`src/rtl/ysyx_23060072_ifu_ctrl.sv`:
```
// ysyx_23060072_ifu_ctrl: single-entry fetch stage with IF/ID register, redirect, fetch-fault halt and fetch counter
module ysyx_23060072_ifu_ctrl #(
  parameter logic [31:0] RESET_PC  = 32'h8000_0000,
  parameter logic [31:0] ROM_BASE  = 32'h8000_0000,
  parameter int unsigned ROM_WORDS = 256
) (
  input  logic        clk,
  input  logic        rst_n,
  output logic [31:0] instr_addr_o,
  input  logic [31:0] inst_rdata_i,
  input  logic        redirect_i,
  input  logic [31:0] redirect_pc_i,
  output logic        if_valid_o,
  input  logic        id_ready_i,
  output logic [31:0] if_pc_o,
  output logic [31:0] if_inst_o,
  output logic        if_exc_o,
  output logic [31:0] fetch_cnt_o
);
  localparam logic [0:0] RUN  = 1'b0;
  localparam logic [0:0] HALT = 1'b1;
  localparam logic [31:0] NOP = 32'h0000_0013;
  // one extra bit so a ROM ending at 2^32 does not wrap the limit
  localparam logic [32:0] ROM_END = {1'b0, ROM_BASE} + 33'(ROM_WORDS) * 33'd4;
  logic [0:0]  state_q, state_d;
  logic [31:0] pc_q, pc_d;
  logic        valid_q, valid_d;
  logic [31:0] if_pc_q, if_pc_d;
  logic [31:0] inst_q, inst_d;
  logic        exc_q, exc_d;
  logic [31:0] fetch_cnt_q, fetch_cnt_d;
  logic        fault, load, consume;
  assign instr_addr_o = pc_q;
  assign if_valid_o   = valid_q;
  assign if_pc_o      = if_pc_q;
  assign if_inst_o    = inst_q;
  assign if_exc_o     = exc_q;
  assign fetch_cnt_o  = fetch_cnt_q;
  assign fault   = (pc_q[1:0] != 2'b00) || (pc_q < ROM_BASE) || ({1'b0, pc_q} >= ROM_END);
  assign load    = (!valid_q || id_ready_i) && !redirect_i;
  assign consume = valid_q && id_ready_i;
  always_comb begin
    state_d     = state_q;
    pc_d        = pc_q;
    valid_d     = valid_q;
    if_pc_d     = if_pc_q;
    inst_d      = inst_q;
    exc_d       = exc_q;
    fetch_cnt_d = fetch_cnt_q + {31'b0, consume && !exc_q && !redirect_i};
    if (redirect_i) begin
      pc_d    = redirect_pc_i;
      valid_d = 1'b0;
      exc_d   = 1'b0;
      state_d = RUN;
    end else if (state_q == RUN && load) begin
      valid_d = 1'b1;
      if_pc_d = pc_q;
      inst_d  = fault ? NOP : inst_rdata_i;
      exc_d   = fault;
      pc_d    = fault ? pc_q : pc_q + 32'd4;
      state_d = fault ? HALT : RUN;
    end else if (consume) begin
      // only reachable in HALT: drain the faulting entry without refilling
      valid_d = 1'b0;
      exc_d   = 1'b0;
    end
  end
  always_ff @(posedge clk) begin
    if (!rst_n) begin
      state_q     <= RUN;
      pc_q        <= RESET_PC;
      valid_q     <= 1'b0;
      if_pc_q     <= 32'h0;
      inst_q      <= 32'h0;
      exc_q       <= 1'b0;
      fetch_cnt_q <= 32'h0;
    end else begin
      state_q     <= state_d;
      pc_q        <= pc_d;
      valid_q     <= valid_d;
      if_pc_q     <= if_pc_d;
      inst_q      <= inst_d;
      exc_q       <= exc_d;
      fetch_cnt_q <= fetch_cnt_d;
    end
  end
endmodule

```
`config.mk`:
```
export PLATFORM = sky130hd
export DESIGN_NAME = ysyx_23060072_ifu_ctrl
export DESIGN_NICKNAME = d
export VERILOG_FILES = /design/src/rtl/ysyx_23060072_ifu_ctrl.sv
export SDC_FILE = /design/constraint.sdc
export NUM_CORES = 1
export LEC_CHECK = 0
export BUFFER_PORTS_ARGS = -buffer_cell sky130_fd_sc_hd__buf_2
export CAP_MARGIN = 40
export CORE_MARGIN = 2
export CORE_UTILIZATION = 40
export CTS_CLUSTER_SIZE = 8
export DETAILED_ROUTE_END_ITERATION = 12
export PLACE_DENSITY = 0.67
export SLEW_MARGIN = 40
export SYNTH_ARGS = -nofsm -noshare
export SYNTH_HDL_FRONTEND = slang
export SYNTH_SLANG_ARGS = --single-unit
export TNS_END_PERCENT = 30
```
`constraint.sdc`:
```
create_clock -name clk -period 3.2 [get_ports clk]
set_input_delay 0 -clock clk [delete_from_list [all_inputs] [get_ports clk]]
set_output_delay 0 -clock clk [all_outputs]
set_load 0.01 [all_outputs]
```
Word level (Yosys, flattened, before mapping). Index checks and enable logic that the tools add are counted.

Reduce and logical (&&, ||, !) cells: 17. Bitwise gates (word level): 3. Multiplexer cells: 8. $lt $le $gt $ge: 2. Add/subtract/negate cells: 2. Eq/ne operators: 1.

Operators with widths (count): 2-to-1 mux 32 bit (4); adder 32 x 1 -> 32 bit (1); adder 32 x 3 -> 32 bit, second input constant (1); greater-or-equal comparator 32 bit, second input constant (1); < comparator 32 bit, second input constant (1); nonzero test 2 bit (3); logical AND 1 bit (5); 2-to-1 mux 1 bit (4); AND reduction 2 bit (2); zero test 1 bit (3); logical OR 1 bit (3); NOT 1 bit (3); inequality test 2 bit, second input constant (1); OR reduction 2 bit (1).

Input port bits: 68. Register bits after elaboration: 131.

Depth between registers and ports, before layout.
Depth in word-level cells: 6. Depth in mapped cells: 12. Gate-level depth less buffers: 8.

Least setup slack after synthesis. No wires, ideal clock.

Path kind: input to register. Start point: input redirect_i. End point: register fetch_cnt_q[28] (netlist: fetch_cnt_o[28]). Library setup time: 70 ps. Data arrival time: 2450 ps. Setup slack: 680 ps. Required time: 3130 ps. Cell stages on the path: 11. Cell sequence: clkbuf_1 -> clkbuf_1 -> clkbuf_1 -> nor3_1 -> ha_1 -> ha_1 -> nand4_1 -> or4_1 -> buf_2 -> or4_1 -> a21oi_1.

Word-level cells in the longest chain between the ends: 3.

RTL lines: start: declaration (line 11) `input logic redirect_i,`; zero test 1 bit (line 49) `fetch_cnt_d = fetch_cnt_q + {31'b0, consume && !exc_q && !redirect_i};`; logical AND 1 bit (line 49); adder 32 x 1 -> 32 bit (line 49); end signal: assignment (line 84) `fetch_cnt_q <= fetch_cnt_d;`; end: declaration (line 31) `logic [31:0] fetch_cnt_q, fetch_cnt_d;`.

No other way between the ends. A chain may end at the register's enable or synchronous reset.

Worst setup path in the final report.
Start point: register valid_q (netlist: if_valid_o). End point: register fetch_cnt_q[30] (netlist: fetch_cnt_o[30]).

Word-level cells in the longest chain between the ends: 4.

RTL lines: start: declaration (line 27) `logic valid_q, valid_d;`; start signal: assignment (line 80) `valid_q <= valid_d;`; logical AND 1 bit (line 41) `assign consume = valid_q && id_ready_i;`; logical AND 1 bit (2 in a row) (line 49); adder 32 x 1 -> 32 bit (line 49).

No other way between the ends.

==> key figures <==
Timing
  – Worst path setup slack after routing: 0.4636 ns
  – Final Hold Violating Endpoints: 0
  – Slew HR: around half
  – Slew at the pin closest to its max-slew limit: around 0.76 ns
  – Number of setup violations in the final report: 0
  – Setup repair after global routing missed its margin: no
  – Tcrit/Tclk final: a little under nine tenths
  – Clock Skew: around 0.0063 ns
  – Maximum operating frequency: 365.5 MHz
  – Total count of max-transition violations in the final report: 0
  – Min cycle time layout: roughly 2.7 ns
  – Worst slack on hold paths: about 0.081 ns
  – Total Negative Setup Slacks: 0 ns

Setup path
  – Worst EP required: 3.54 ns
  – Worst reg-to-reg path cell count: 8
  – Largest driver fanout on the critical path: 18
  – Reg2Reg Launch Point: if_valid_o
  – Gate family responsible for the most delay along the worst path: simple AND/OR/NAND/NOR gates
  – Kind of start point of the critical path: register
  – Worst Path Arrival: roughly 3.1 ns
  – Register-to-register path setup slack: 0.46 ns
  – Maximum cell stage delay along the critical path: 0.70 ns
  – Kind of critical path: reg2reg
  – Worst r2r dst: fetch_cnt_o[30]
  – Critical path buffers and inverters: 0
  – Kind of end point of the critical path: register
  – CP Cell Sequence: nand2_1 > nor3_1 > ha_1 > ha_1 > nand4_1 > or4_1 > or4_1 > a21oi_1
  – Library cell contributing the largest single delay on the critical path: or4_1

Final layout
  – Non-Filler Instances: ~1,100
  – Area growth from synthesis to final layout: 43.68%
  – Final standard cell utilization of the core: between 50% and 60%
  – Post-layout net count: roughly 960
  – Filler Cell Count: between 1,000 and 1,500
  – Final standard cell area without fillers: 7712 um2
  – Proportion of layout cells with a drive suffix above 1: between 20% and 30%
  – Antenna Cells: 0

Clock network
  – Sink Count: ~130
  – Clock transition at the registers of the reported paths: around 0.060 ns
  – Largest buffer count on any clock path: 2
  – Later-pin clock latency in the skew report: around 0.42 ns
  – Cts bufs inserted: 17
  – Clock root buffer master: clkbuf_16
  – Number of buffers inserted to repair setup after CTS: 0
  – H-Tree Depth: 4
  – Post-cts repair resize count: 0
  – Clock tree from TritonCTS: built

Detailed routing
  – Drt initial violations: 440
  – Via density per instance: just over 5
  – Residual antenna-violating net count after detailed routing: 0
  – Number of optimization iterations in the first detailed-route pass: 5
  – Average routed wire per standard cell: 15.30 um
  – Final WL: around 16,000 um
  – Routed via count: between 5,000 and 6,000
  – # DRC: 0

Pwr
  – Total net switching power: 984.9 uW
  – Clock power frac: between 40% and 50%
  – Logic pwr share: approximately a tenth
  – Peak supply drop: roughly 0.33 mV
  – Register share of total power: 42.4%
  – Switching portion of total power: around a quarter
  – Total power consumption of the routed design: ~4.1 mW
  – P_int: between 3 and 4 mW
  – Power density of the placed cells: between 500 and 600 nW/um2
  – Static leakage: 3.291 nW

Synthesis
  – Post-synthesis instance total: about 640
  – Post-synthesis register bit count: between 100 and 150
  – Distinct cell type count after synthesis: 45
  – Post-synth EDFFs: 0
  – Syn. warnings: 0
  – Fraction of the yosys area taken by sequential cells: 48.86%
  – Post-synthesis cell area: 5368 um2
  – Fraction of synthesis flops using an asynchronous set or reset pin: 0%
  – Net count after synthesis: approximately 710
  – Primary FF master, synth: dfxtp_1
  – Mean instance size in the synthesized netlist: 8.361 um2

Place
  – Setup Slack @ Placement: 0.4779 ns
  – DP Cell Count: 976
  – Final HPWL DP: 10,560 um
  – Placed cell areas: approximately 6500 um2
  – Placer's final routability congestion estimate: 0.7909
  – IO buf count: 197

GRT
  – Global-route total usage across every layer: 22.73%
  – Number of antenna violations at the first check in global routing: 0
  – First-pass GRT wire length: 25,880 um
  – Vias in the first global route: 5,018
  – Largest net degree at the start of global routing: between 70 and 80
  – Residual overflow from global routing: 0

Floorplan
  – Die span in x: around 120 um
  – Std cell rows: 42
  – Vertical die dimension: around 120 um
  – Number of top-level design ports: around 200
  – Starting utilization of the core area: approximately two fifths
  – Full die area: approximately 14,000 um2
  – Placeable core area: about 13,000 um2

Worst hold path
  – Startpoint of the lowest-slack hold path: rst_n
  – End point of the worst hold path: instr_addr_o[9]
  – Hold crit path type: in2reg
  – Worst hold path depth: 2

Job
  – Maxcap violations: 0

Status
  – Status: completed
-- placed cells by master (no fill, tap or decap), types with 13 or more instances in the layout --
master         instances
buf_2                197
dfxtp_1              131
nand2_1              117
a21oi_1               83
dlygate4sd3_1         65
nor2_1                41
nand4_1               40
mux2i_1               25
o21ai_0               17
clkbuf_16             17
or4_1                 14
inv_1                 13
nor4_1                13
-- synth_stat cells (11+ instances only) --
master / instances / area, um2
nor2_1: 41 / 153.9
clkbuf_1: 42 / 157.7
dfxtp_1: 131 / 2623
o21ai_0: 17 / 85.08
mux2i_1: 25 / 250.2
inv_1: 13 / 48.80
nand4_1: 40 / 250.2
or4_1: 14 / 105.1
a21oi_1: 83 / 415.4
nor4_1: 13 / 81.33
nand2_1: 118 / 442.9
o31ai_1: 11 / 82.58
-- flip-flops by register name (all words and copies together), names as in the netlist --
register / cells
fetch_cnt_o: 32
if_inst_o: 32
if_pc_o: 32
instr_addr_o: 32
if_exc_o: 1
if_valid_o: 1
state_q: 1
-- cell families (layout without fill, tap and decap cells) --
family / after synthesis / after routing / share of synthesized area, %
AOI/OAI and AO/OA: 135 / 135 / 14.52
xor gates and xnor gates: 10 / 10 / 1.632
adders and majority gates: 4 / 4 / 0.9324
buffers and inverters: 63 / 318 / 4.475
DFF: 131 / 131 / 48.86
muxes: 25 / 25 / 4.662
and+or+nand+nor: 274 / 274 / 24.92
-- how the worst max path moves through the flow --
| stage | cells past startpoint | end | start |
|---|---|---|---|
| after floorplan | 11 | fetch_cnt_o[28] | redirect_i |
| after global placement | 8 | fetch_cnt_o[28] | if_valid_o |
| after detailed placement | 8 | fetch_cnt_o[22] | if_valid_o |
| after CTS | 8 | fetch_cnt_o[22] | if_valid_o |
| after global routing | 8 | fetch_cnt_o[22] | if_valid_o |
| final | 8 | fetch_cnt_o[30] | if_valid_o |
-- timing repair --
action | in CTS | in global routing
setup endpoints to repair | 0 | 0
endpoints found under the hold margin | 66 | 0
hold buffers | 65 | 0
-- power groups by stage --
stage | clock, mW | sequential (mW) | combinational [mW]
6_report | 1.93 | 1.73 | 0.408
5_1_grt | 2.03 | 1.73 | 0.444
4_1_cts | 1.97 | 1.72 | 0.404
3_5_place_dp | 0 | 1.76 | 0.338
3_3_place_gp | 0 | 1.76 | 0.337
2_1_floorplan | 0 | 1.77 | 0.174
-- per-layer routing --
layer  routed length [um]  GRT usage, %
met1                 7405         29.34
met3                  876         5.371
met2                 7686         35.57
met4                  449         11.40
met5                    0             0
-- area by class of cell --
cell class                      count  area [um2]  area share, %
Sequential cell                   131        2623          34.00
Tap cell                          176       220.2          2.855
Multi-Input combinational cell    448        2512          32.58
Inverter                           14       53.80         0.6976
Timing Repair Buffer              272        1712          22.19
Clock inverter                      8       100.1          1.298
Clock buffer                       24       491.7          6.376
Power figures use the tool's default switching activity.
